File: src/rtl/i2c_seq_pkg.sv
// rtl/i2c_seq_pkg.sv - shared FSM state and command types for the I2C command sequencer
package i2c_seq_pkg;

  typedef enum logic [1:0] {
    ST_IDLE      = 2'd0,
    ST_ISSUE     = 2'd1,
    ST_WAIT_BUSY = 2'd2,
    ST_WAIT_DONE = 2'd3
  } seq_state_e;

  typedef struct packed {
    logic [7:0] reg_addr;
    logic [7:0] data;
  } i2c_cmd_t;

  localparam int CMD_W = $bits(i2c_cmd_t);

endpackage

File: src/rtl/i2c_cmd_fifo.sv
// rtl/i2c_cmd_fifo.sv - power-of-two command FIFO with occupancy count
module i2c_cmd_fifo
  import i2c_seq_pkg::*;
#(
  parameter int DEPTH = 4,
  parameter int WIDTH = CMD_W
) (
  input  logic                     clk_i,
  input  logic                     rst_ni,
  input  logic                     push_i,
  input  logic [WIDTH-1:0]         wdata_i,
  input  logic                     pop_i,
  output logic [WIDTH-1:0]         rdata_o,
  output logic                     full_o,
  output logic                     empty_o,
  output logic [$clog2(DEPTH):0]   level_o
);

  localparam int AW = $clog2(DEPTH);
  localparam int LW = AW + 1;

  logic [WIDTH-1:0] mem_q [DEPTH];
  logic [AW-1:0]    wr_ptr_q, wr_ptr_d;
  logic [AW-1:0]    rd_ptr_q, rd_ptr_d;
  logic [LW-1:0]    level_q, level_d;
  logic             do_push, do_pop;

  assign full_o  = (level_q == LW'(DEPTH));
  assign empty_o = (level_q == '0);

  // Full is judged on the registered level, so a same-cycle pop never makes room.
  assign do_push = push_i && !full_o;
  assign do_pop  = pop_i && !empty_o;

  always_comb begin
    wr_ptr_d = wr_ptr_q;
    rd_ptr_d = rd_ptr_q;
    level_d  = level_q;
    if (do_push) wr_ptr_d = wr_ptr_q + AW'(1);
    if (do_pop)  rd_ptr_d = rd_ptr_q + AW'(1);
    case ({do_push, do_pop})
      2'b10:   level_d = level_q + LW'(1);
      2'b01:   level_d = level_q - LW'(1);
      default: level_d = level_q;
    endcase
  end

  always_ff @(posedge clk_i or negedge rst_ni) begin
    if (!rst_ni) begin
      wr_ptr_q <= '0;
      rd_ptr_q <= '0;
      level_q  <= '0;
    end else begin
      wr_ptr_q <= wr_ptr_d;
      rd_ptr_q <= rd_ptr_d;
      level_q  <= level_d;
    end
  end

  always_ff @(posedge clk_i) begin
    if (do_push) mem_q[wr_ptr_q] <= wdata_i;
  end

  assign rdata_o = mem_q[rd_ptr_q];
  assign level_o = level_q;

endmodule

File: src/rtl/i2c_cmd_sequencer.sv
// rtl/i2c_cmd_sequencer.sv - queues register writes and hands them one at a time to an I2C controller
// Optional transaction counter output txn_count_o when I2C_SEQ_STATS_EN is defined.
module i2c_cmd_sequencer
  import i2c_seq_pkg::*;
#(
  parameter int         DEPTH    = 4,
  parameter logic [6:0] DEV_ADDR = 7'h40
) (
  input  logic                   clk_i,
  input  logic                   rst_ni,
  input  logic                   cmd_valid_i,
  output logic                   cmd_ready_o,
  input  logic [7:0]             cmd_reg_i,
  input  logic [7:0]             cmd_data_i,
  output logic [6:0]             ctl_address_o,
  output logic                   ctl_rw_o,
  output logic [7:0]             ctl_register_o,
  output logic [7:0]             ctl_data_o,
  output logic                   ctl_execute_o,
  input  logic                   ctl_busy_i,
  output logic [$clog2(DEPTH):0] level_o,
  output logic                   idle_o,
  output logic                   done_o
`ifdef I2C_SEQ_STATS_EN
  ,
  output logic [15:0]            txn_count_o
`endif
);

  seq_state_e state_q, state_d;
  i2c_cmd_t   cmd_in, fifo_head;
  i2c_cmd_t   active_q, active_d;
  logic       fifo_full, fifo_empty, fifo_pop;
  logic       execute, done;

  assign cmd_in = i2c_cmd_t'({cmd_reg_i, cmd_data_i});

  i2c_cmd_fifo #(
    .DEPTH (DEPTH),
    .WIDTH (CMD_W)
  ) u_fifo (
    .clk_i   (clk_i),
    .rst_ni  (rst_ni),
    .push_i  (cmd_valid_i),
    .wdata_i (cmd_in),
    .pop_i   (fifo_pop),
    .rdata_o (fifo_head),
    .full_o  (fifo_full),
    .empty_o (fifo_empty),
    .level_o (level_o)
  );

  assign cmd_ready_o = !fifo_full;

  // done is Mealy on busy falling so the IDLE pop cycle keeps execute two cycles behind it.
  always_comb begin
    state_d  = state_q;
    active_d = active_q;
    fifo_pop = 1'b0;
    execute  = 1'b0;
    done     = 1'b0;
    case (state_q)
      ST_IDLE: begin
        if (!fifo_empty) begin
          fifo_pop = 1'b1;
          active_d = fifo_head;
          state_d  = ST_ISSUE;
        end
      end
      ST_ISSUE: begin
        execute = 1'b1;
        state_d = ST_WAIT_BUSY;
      end
      ST_WAIT_BUSY: begin
        if (ctl_busy_i) state_d = ST_WAIT_DONE;
      end
      ST_WAIT_DONE: begin
        if (!ctl_busy_i) begin
          done    = 1'b1;
          state_d = ST_IDLE;
        end
      end
      default: state_d = ST_IDLE;
    endcase
  end

  always_ff @(posedge clk_i or negedge rst_ni) begin
    if (!rst_ni) begin
      state_q  <= ST_IDLE;
      active_q <= '0;
    end else begin
      state_q  <= state_d;
      active_q <= active_d;
    end
  end

  assign ctl_address_o  = DEV_ADDR;
  assign ctl_rw_o       = 1'b0;
  assign ctl_register_o = active_q.reg_addr;
  assign ctl_data_o     = active_q.data;
  assign ctl_execute_o  = execute;
  assign done_o         = done;
  assign idle_o         = fifo_empty && (state_q == ST_IDLE);

`ifdef I2C_SEQ_STATS_EN
  logic [15:0] txn_count_q, txn_count_d;

  assign txn_count_d = done ? txn_count_q + 16'd1 : txn_count_q;

  always_ff @(posedge clk_i or negedge rst_ni) begin
    if (!rst_ni) txn_count_q <= '0;
    else         txn_count_q <= txn_count_d;
  end

  assign txn_count_o = txn_count_q;
`endif

endmodule

File: config.mk
export PLATFORM = sky130hd
export DESIGN_NAME = i2c_cmd_sequencer
export DESIGN_NICKNAME = d
export VERILOG_FILES = /design/src/rtl/i2c_seq_pkg.sv /design/src/rtl/i2c_cmd_fifo.sv /design/src/rtl/i2c_cmd_sequencer.sv
export SDC_FILE = /design/constraint.sdc
export NUM_CORES = 1
export LEC_CHECK = 0
export CAP_MARGIN = 20
export CORE_ASPECT_RATIO = 1.1
export CORE_MARGIN = 5
export CORE_UTILIZATION = 41
export CTS_CLUSTER_SIZE = 16
export DETAILED_ROUTE_END_ITERATION = 16
export GPL_TIMING_DRIVEN = 0
export PLACE_DENSITY = 0.72
export SYNTH_ARGS = -nofsm -noshare
export SYNTH_HDL_FRONTEND = slang
export SYNTH_SLANG_ARGS = --single-unit
File: constraint.sdc
create_clock -name clk_i -period 2.85 [get_ports clk_i]
set_input_delay 0.57 -clock clk_i [delete_from_list [all_inputs] [get_ports clk_i]]
set_output_delay 0.57 -clock clk_i [all_outputs]
set_load 0.01 [all_outputs]
==> results_dict.tcl <==
set metrics [dict create \
    ys_top_cells_by_area "edfxtp_1 54%, dfrtp_1 17%, mux4_2 10%" \
    synth_seq_cells 89 \
    critPathRequiredTime_ns 2.28 \
    cts_resized 0 \
    clk_path_buf_depth 2 \
    syn_to_final_growth_pct 21.9 \
    htree_num_levels 3 \
    gp_congestion 0.641 \
    total_power_uw 4330 \
    crit_path_cell_trace "inv_1 -> ha_2 -> or4b_4 -> inv_1 -> clkdlybuf4s50_1" \
    async_reset_ff_frac 0.281 \
    slew_headroom 0.399 \
    switching_power_uw 1410 \
    path_clk_slew_ns 0.09 \
    dp_cells 376 \
    fin_cells 391 \
    ant_nets 0 \
    fin_tns_setup_ns 0 \
    grt_pass1_vias 2000 \
    grt_max_degree 19 \
    tightest_slew_ns 0.902 \
    critPathKind "flip-flop to primary output" \
    final_common_cell "edfxtp_1" \
    cpMostUsedCell "inv_1" \
    io_pins 51 \
    p_clk_frac 0.176 \
    peakVddDrop_uv 472 \
    yosysWarnings 0 \
    post_drt_wl_per_cell_microns 16.1 \
    wl_met1_microns 2610 \
    ys.flop_type "edfxtp_1" \
    syn_area_per_cell_sq_um 16.6 \
    synth_largest_area_cell "edfxtp_1" \
    chipHeight_microns 108 \
    powerDensity_nw_per_um2 992 \
    worstPathArrival_ns 2.18 \
    rsz0062_at_grt "false" \
    status "completed" \
    clockRootBuffer "clkbuf_8" \
    routed-wl-met2_microns 3280 \
    initial_core_util 0.423 \
    setup_viol 0 \
    cp_max_fo 4 \
    grt_pass1_wl_microns 10200 \
    die_w_microns 99.1 \
    tritoncts "done" \
    max_stage_delay_ns 0.53 \
    coreArea_sq_um 8450 \
    p_int_uw 2910 \
    final_cell_mix "64 x edfxtp_1, 51 x nand2_1, 42 x clkdlybuf4s50_1" \
    synth_seq_area_share 0.712 \
    slew_viol_final 0 \
    dieArea_sq_um 10700 \
    period_minus_slack_ns 2.75 \
    clock_skew_ns 0.0115 \
    wl_met3_microns 335 \
    portBuffers 42 \
    diodes 0 \
    routed_wl_microns 6310 \
    grt_antenna_before_repair 0 \
    rows 35 \
    yosysUniqueCellTypes 27 \
    holdBufCountCts 0 \
    cts_made_buffers 9 \
    fin_nets 306 \
    cpMaxStageDelayCell "clkdlybuf4s50_1" \
    drive_gt1_frac 0.189 \
    netlist_area_sq_um 3580 \
    hold_viol_final 0 \
    worstHoldPathType "flip-flop to flip-flop" \
    avgViaCountPerCell 4.77 \
    seqPwrFrac 0.452 \
    synth_edf_count 64 \
    synth_top_area_share 0.537 \
    fin_crit_sh 0.966 \
    grt-ovfl-total 0 \
    drc 0 \
    vias 1867 \
    clkLatencyLatePin_ns 0.35 \
    end_kind "primary output" \
    fmax_mhz 363 \
    drv_cap 0 \
    dpl_worst_slack_ns 0.0109 \
    dpl.hpwl_microns 4160 \
    setup_slack_ns 0.0978 \
    p_leak_uw 0.00170 \
    top_layer_used "met4" \
    drt_pass1_iterations 4 \
    sw_frac_of_total 0.327 \
    synthCells 216 \
    drt_first_iter_violations 74 \
    cts_setup_buffers 0 \
    comb_power_share 0.372 \
    cp-start-kind "flip-flop" \
    grt_use_total 0.128 \
    cts.sinks 89 \
]
[routing by layer]
layer  up-vias  track usage
met2        49        0.213
met3         6       0.0426
li1        876            -
met4         0       0.0468
met1       936        0.155
met5         -            0
[layout make-up]
class,count,area (sq um)
Fill cell,710,4090
Sequential cell,89,2550
Multi-Input combinational cell,109,927
Timing Repair Buffer,43,448
Tap cell,111,139
Clock buffer,10,128
Buffer,13,90.1
Clock inverter,6,42.5
Inverter,10,37.5
[worst max-delay path, delay by kind of cell (launching register included)]
family,cells,cell delay (ns)
buffers and inverters,3,0.73
AND/OR/NAND/NOR,1,0.49
flip-flops,1,0.41
adder cells (fa/ha/maj),1,0.22
[through the flow]
| step | area, sq um | hold WS, ns | util |
|---|---|---|---|
| after global routing | 4360 | 0.511 | 0.516 |
| final | 4360 | 0.479 | 0.516 |
| after CTS | 4350 | 0.486 | 0.515 |
| after global placement | 4160 | 0.462 | 0.492 |
| after detailed placement | 4190 | 0.465 | 0.495 |
| after floorplan | 3600 | 0.274 | - |
[state kept, by name, indices dropped and copies added, names as in the netlist]
signal and count:
u_fifo.mem_q 64, ctl_data_o 8, ctl_register_o 8, u_fifo.level_o 3, state_q 2, u_fifo.rd_ptr_q 2, u_fifo.wr_ptr_q 2
[power by group through the flow]
| stage | combinational [uW] | sequential (uW) | clock [uW] |
|---|---|---|---|
| after CTS | 1650 | 1960 | 789 |
| final | 1610 | 1960 | 760 |
| after global placement | 1610 | 1970 | 0 |
| after global routing | 1800 | 2000 | 838 |
| after floorplan | 994 | 2000 | 0 |
| after detailed placement | 1650 | 1990 | 0 |
[cells by family (layout without fill, tap and decap cells)]
logic type	Yosys count	count (layout)	synth area share
compound gates	3	3	0.00979
xor+xnor	6	6	0.0147
fa+ha+maj	11	11	0.0406
buf+inv	24	82	0.0367
flops	89	89	0.712
mux	18	18	0.108
other cells	2	8	0.00210
simple gates	63	63	0.0759
[worst paths after layout]
kind                       cells past startpoint            endpoint     startpoint  slack (ns)
min in group asynchronous                      1       ctl_data_o[0]         rst_ni        0.59
min                                            2       ctl_data_o[2]  ctl_data_o[2]        0.48
max in group asynchronous                      2  u_fifo.rd_ptr_q[0]         rst_ni        1.76
max reg2reg                                   10   u_fifo.level_o[2]     state_q[0]        0.46
max                                            5              idle_o     state_q[0]         0.1
min reg2reg                                    2       ctl_data_o[2]  ctl_data_o[2]        0.48
[synthesized netlist by cell type, drive strengths merged, types with 2 or more instances]
cell type	n
edfxtp	64
nand2	51
dfrtp	25
mux4	16
buf	13
ha	10
inv	10
and3	4
xnor2	4
conb	2
mux2	2
nor2	2
xor2	2
No activity file was read; power rests on OpenSTA's default activity.
==> RTL edit (config.mk and constraints unchanged) <==
`DEPTH` is set to 4 in 2 places; all go to 8.
--- a/src/rtl/i2c_cmd_fifo.sv
+++ b/src/rtl/i2c_cmd_fifo.sv
@@ -3,5 +3,5 @@
   import i2c_seq_pkg::*;
 #(
-  parameter int DEPTH = 4,
+  parameter int DEPTH = 8,
   parameter int WIDTH = CMD_W
 ) (
--- a/src/rtl/i2c_cmd_sequencer.sv
+++ b/src/rtl/i2c_cmd_sequencer.sv
@@ -4,5 +4,5 @@
   import i2c_seq_pkg::*;
 #(
-  parameter int         DEPTH    = 4,
+  parameter int         DEPTH    = 8,
   parameter logic [6:0] DEV_ADDR = 7'h40
 ) (
Ports: changed (resized level_o); port bits go from 51 to 52. The function was not compared with the original's and may differ.
==> RTL edit against the unedited design <==
Cell area is 79% higher; routed wire length grew 110%; count of clock-buffer cells in the layout rose by 10; setup slack improved by 0.21 ns; first-iteration DRC count rose to 3.4 times the old value; sequential cell count increased by 67; fmax up 8.2%; synthesized area rose by 77%; total power increased by 95%; critical path type unchanged; largest cell class unchanged; largest power group unchanged.
==> RTL edit: results (changes against the unedited design) <==
[run_status]
status = finished, final reports clean

[clock_network]
cts_max_path_buffers = 2  ; unchanged
cts_buffers = 17  ; +8
cts_htree_levels = 4  ; +1
root_buffer = clkbuf_16
clkTransAtPathRegs_ns = 0.06  ; -0.03 ns
clk_latency_ns = 0.41  ; +0.06 ns
cts_resized = 0  ; unchanged
cts_setup_buffers = 0  ; unchanged

[detailed_routing]
wl_met3_um = 814  ; +140%
dr.pass1.iters = 4  ; unchanged
wl_met2_um = 6570  ; +100%
wirelength_um = 13200  ; +110%
drtIter0Drc = 250  ; +240%
routed.top_layer = met4
met1Wirelength_um = 5490  ; +110%
num_vias = 3532  ; +89%

[finish]
largest_register_ff_count = 128  ; +100%
nFillCells = 1195  ; +68%
nets = 488  ; +59%
diodes = 0  ; unchanged
drive_gt1_frac = 0.193  ; +0.00392
largest-register = u_fifo.mem_q

[critical_path]
crit_fanout = 8  ; +4
cp.arrival_ns = 1.97  ; -0.21 ns
cpMaxStageDelayCell = clkdlybuf4s50_1
cp_slowest_stage_delay_ns = 0.52

[synth]
synth-adder-area-share = 0.0198  ; -0.0208
synth-xor-area-share = 0.0111  ; -0.00360
yosysUniqueCellTypes = 36  ; +33%
synthArstFlopShare = 0.179  ; -0.101
synthTopCellsByCount = edfxtp_1, mux2i_1, dfrtp_1
yosysSeqAreaShare = 0.719  ; +0.00721
synthMuxAreaShare = 0.113  ; +0.00501
synth_compound_area_frac = 0.0596  ; +0.0498
yosys_warnings = 0  ; unchanged
synth_edf_count = 128  ; +100%
synth_area_leaders = edfxtp_1, dfrtp_1, mux2i_1, mux2_2, mux2_1

[min_path]
hold_path_class = in2async

[grt]
antenna_found_initial = 0  ; unchanged
grt_pass1_vias = 3713  ; +86%
grt_pass1_wl_um = 20600  ; +100%
grt_start_max_net_pins = 29  ; +10
grt_usage = 0.153  ; +0.0249

[pwr]
p_leak_nw = 2.85  ; +68%
ir_worst_vdd_mv = 0.491  ; +4.1%

[timing]
skew_ns = 0.00735  ; -0.00412 ns
max_slew.worst_pin.slew_ns = 0.719  ; -0.183 ns

[placement]
dp_hpwl_um = 8590  ; +110%
routabilityCongestion = 0.775  ; +21%
place_ws_ns = 0.0985  ; +0.0876 ns
place_area_um2 = 7160  ; +71%
io_buffer_count = 43  ; +2.4%

RTL edit: metrics by stage:
step,TNS (ns),instances,util
floorplan,0,386,-
global placement,-58.86,625,0.464
detailed placement,0,635,0.474
CTS,0,667,0.516
global route,0,667,0.516
finish,0,667,0.516
RTL edit: kinds of logic after synthesis:
logic type	Yosys count
AOI/OAI and AO/OA	53
xor gates and xnor gates	8
adders and majority gates	10
buffers and inverters	29
DFF	156
muxes	67
other	2
and+or+nand+nor	55
RTL edit: area by class of cell:
class,instances,area share
timing repair buffer,53,0.0709
clock buffer,20,0.0560
multi-input combinational,201,0.205
clock inverter,12,0.0250
sequential,156,0.583
buffer,25,0.0265
inverter,4,0.00193
tap,196,0.0315
RTL edit: routing by layer:
metal | up-vias | GRT usage
met5 | - | 0
met4 | 0 | 0.0615
met3 | 20 | 0.0385
met2 | 139 | 0.250
met1 | 1771 | 0.194
li1 | 1602 | -
RTL edit: final timing paths:
path | from | endpoint | slack [ns] | cells after the start
min in group clk_i | ctl_data_o[4] | ctl_data_o[4] | 0.49 | 2
max in group asynchronous | rst_ni | ctl_data_o[5] | 2.16 | 1
worst max register to register | u_fifo.level_o[1] | u_fifo.level_o[2] | 0.31 | 11
worst max-delay path | u_fifo.level_o[1] | idle_o | 0.31 | 4
worst min register to register | ctl_data_o[4] | ctl_data_o[4] | 0.49 | 2
worst min-delay path | rst_ni | u_fifo.level_o[0] | 0.22 | 1
RTL edit: power by group:
group          switching [W]  internal [W]
registers           0.000263       0.00296
logic                0.00150       0.00134
clock network       0.000835       0.00155
RTL edit: worst max-delay path: cells and delay by family (launching register included):
family,cells,cell delay [ns]
simple gates,2,0.50
flops,1,0.46
buf+inv,2,0.59
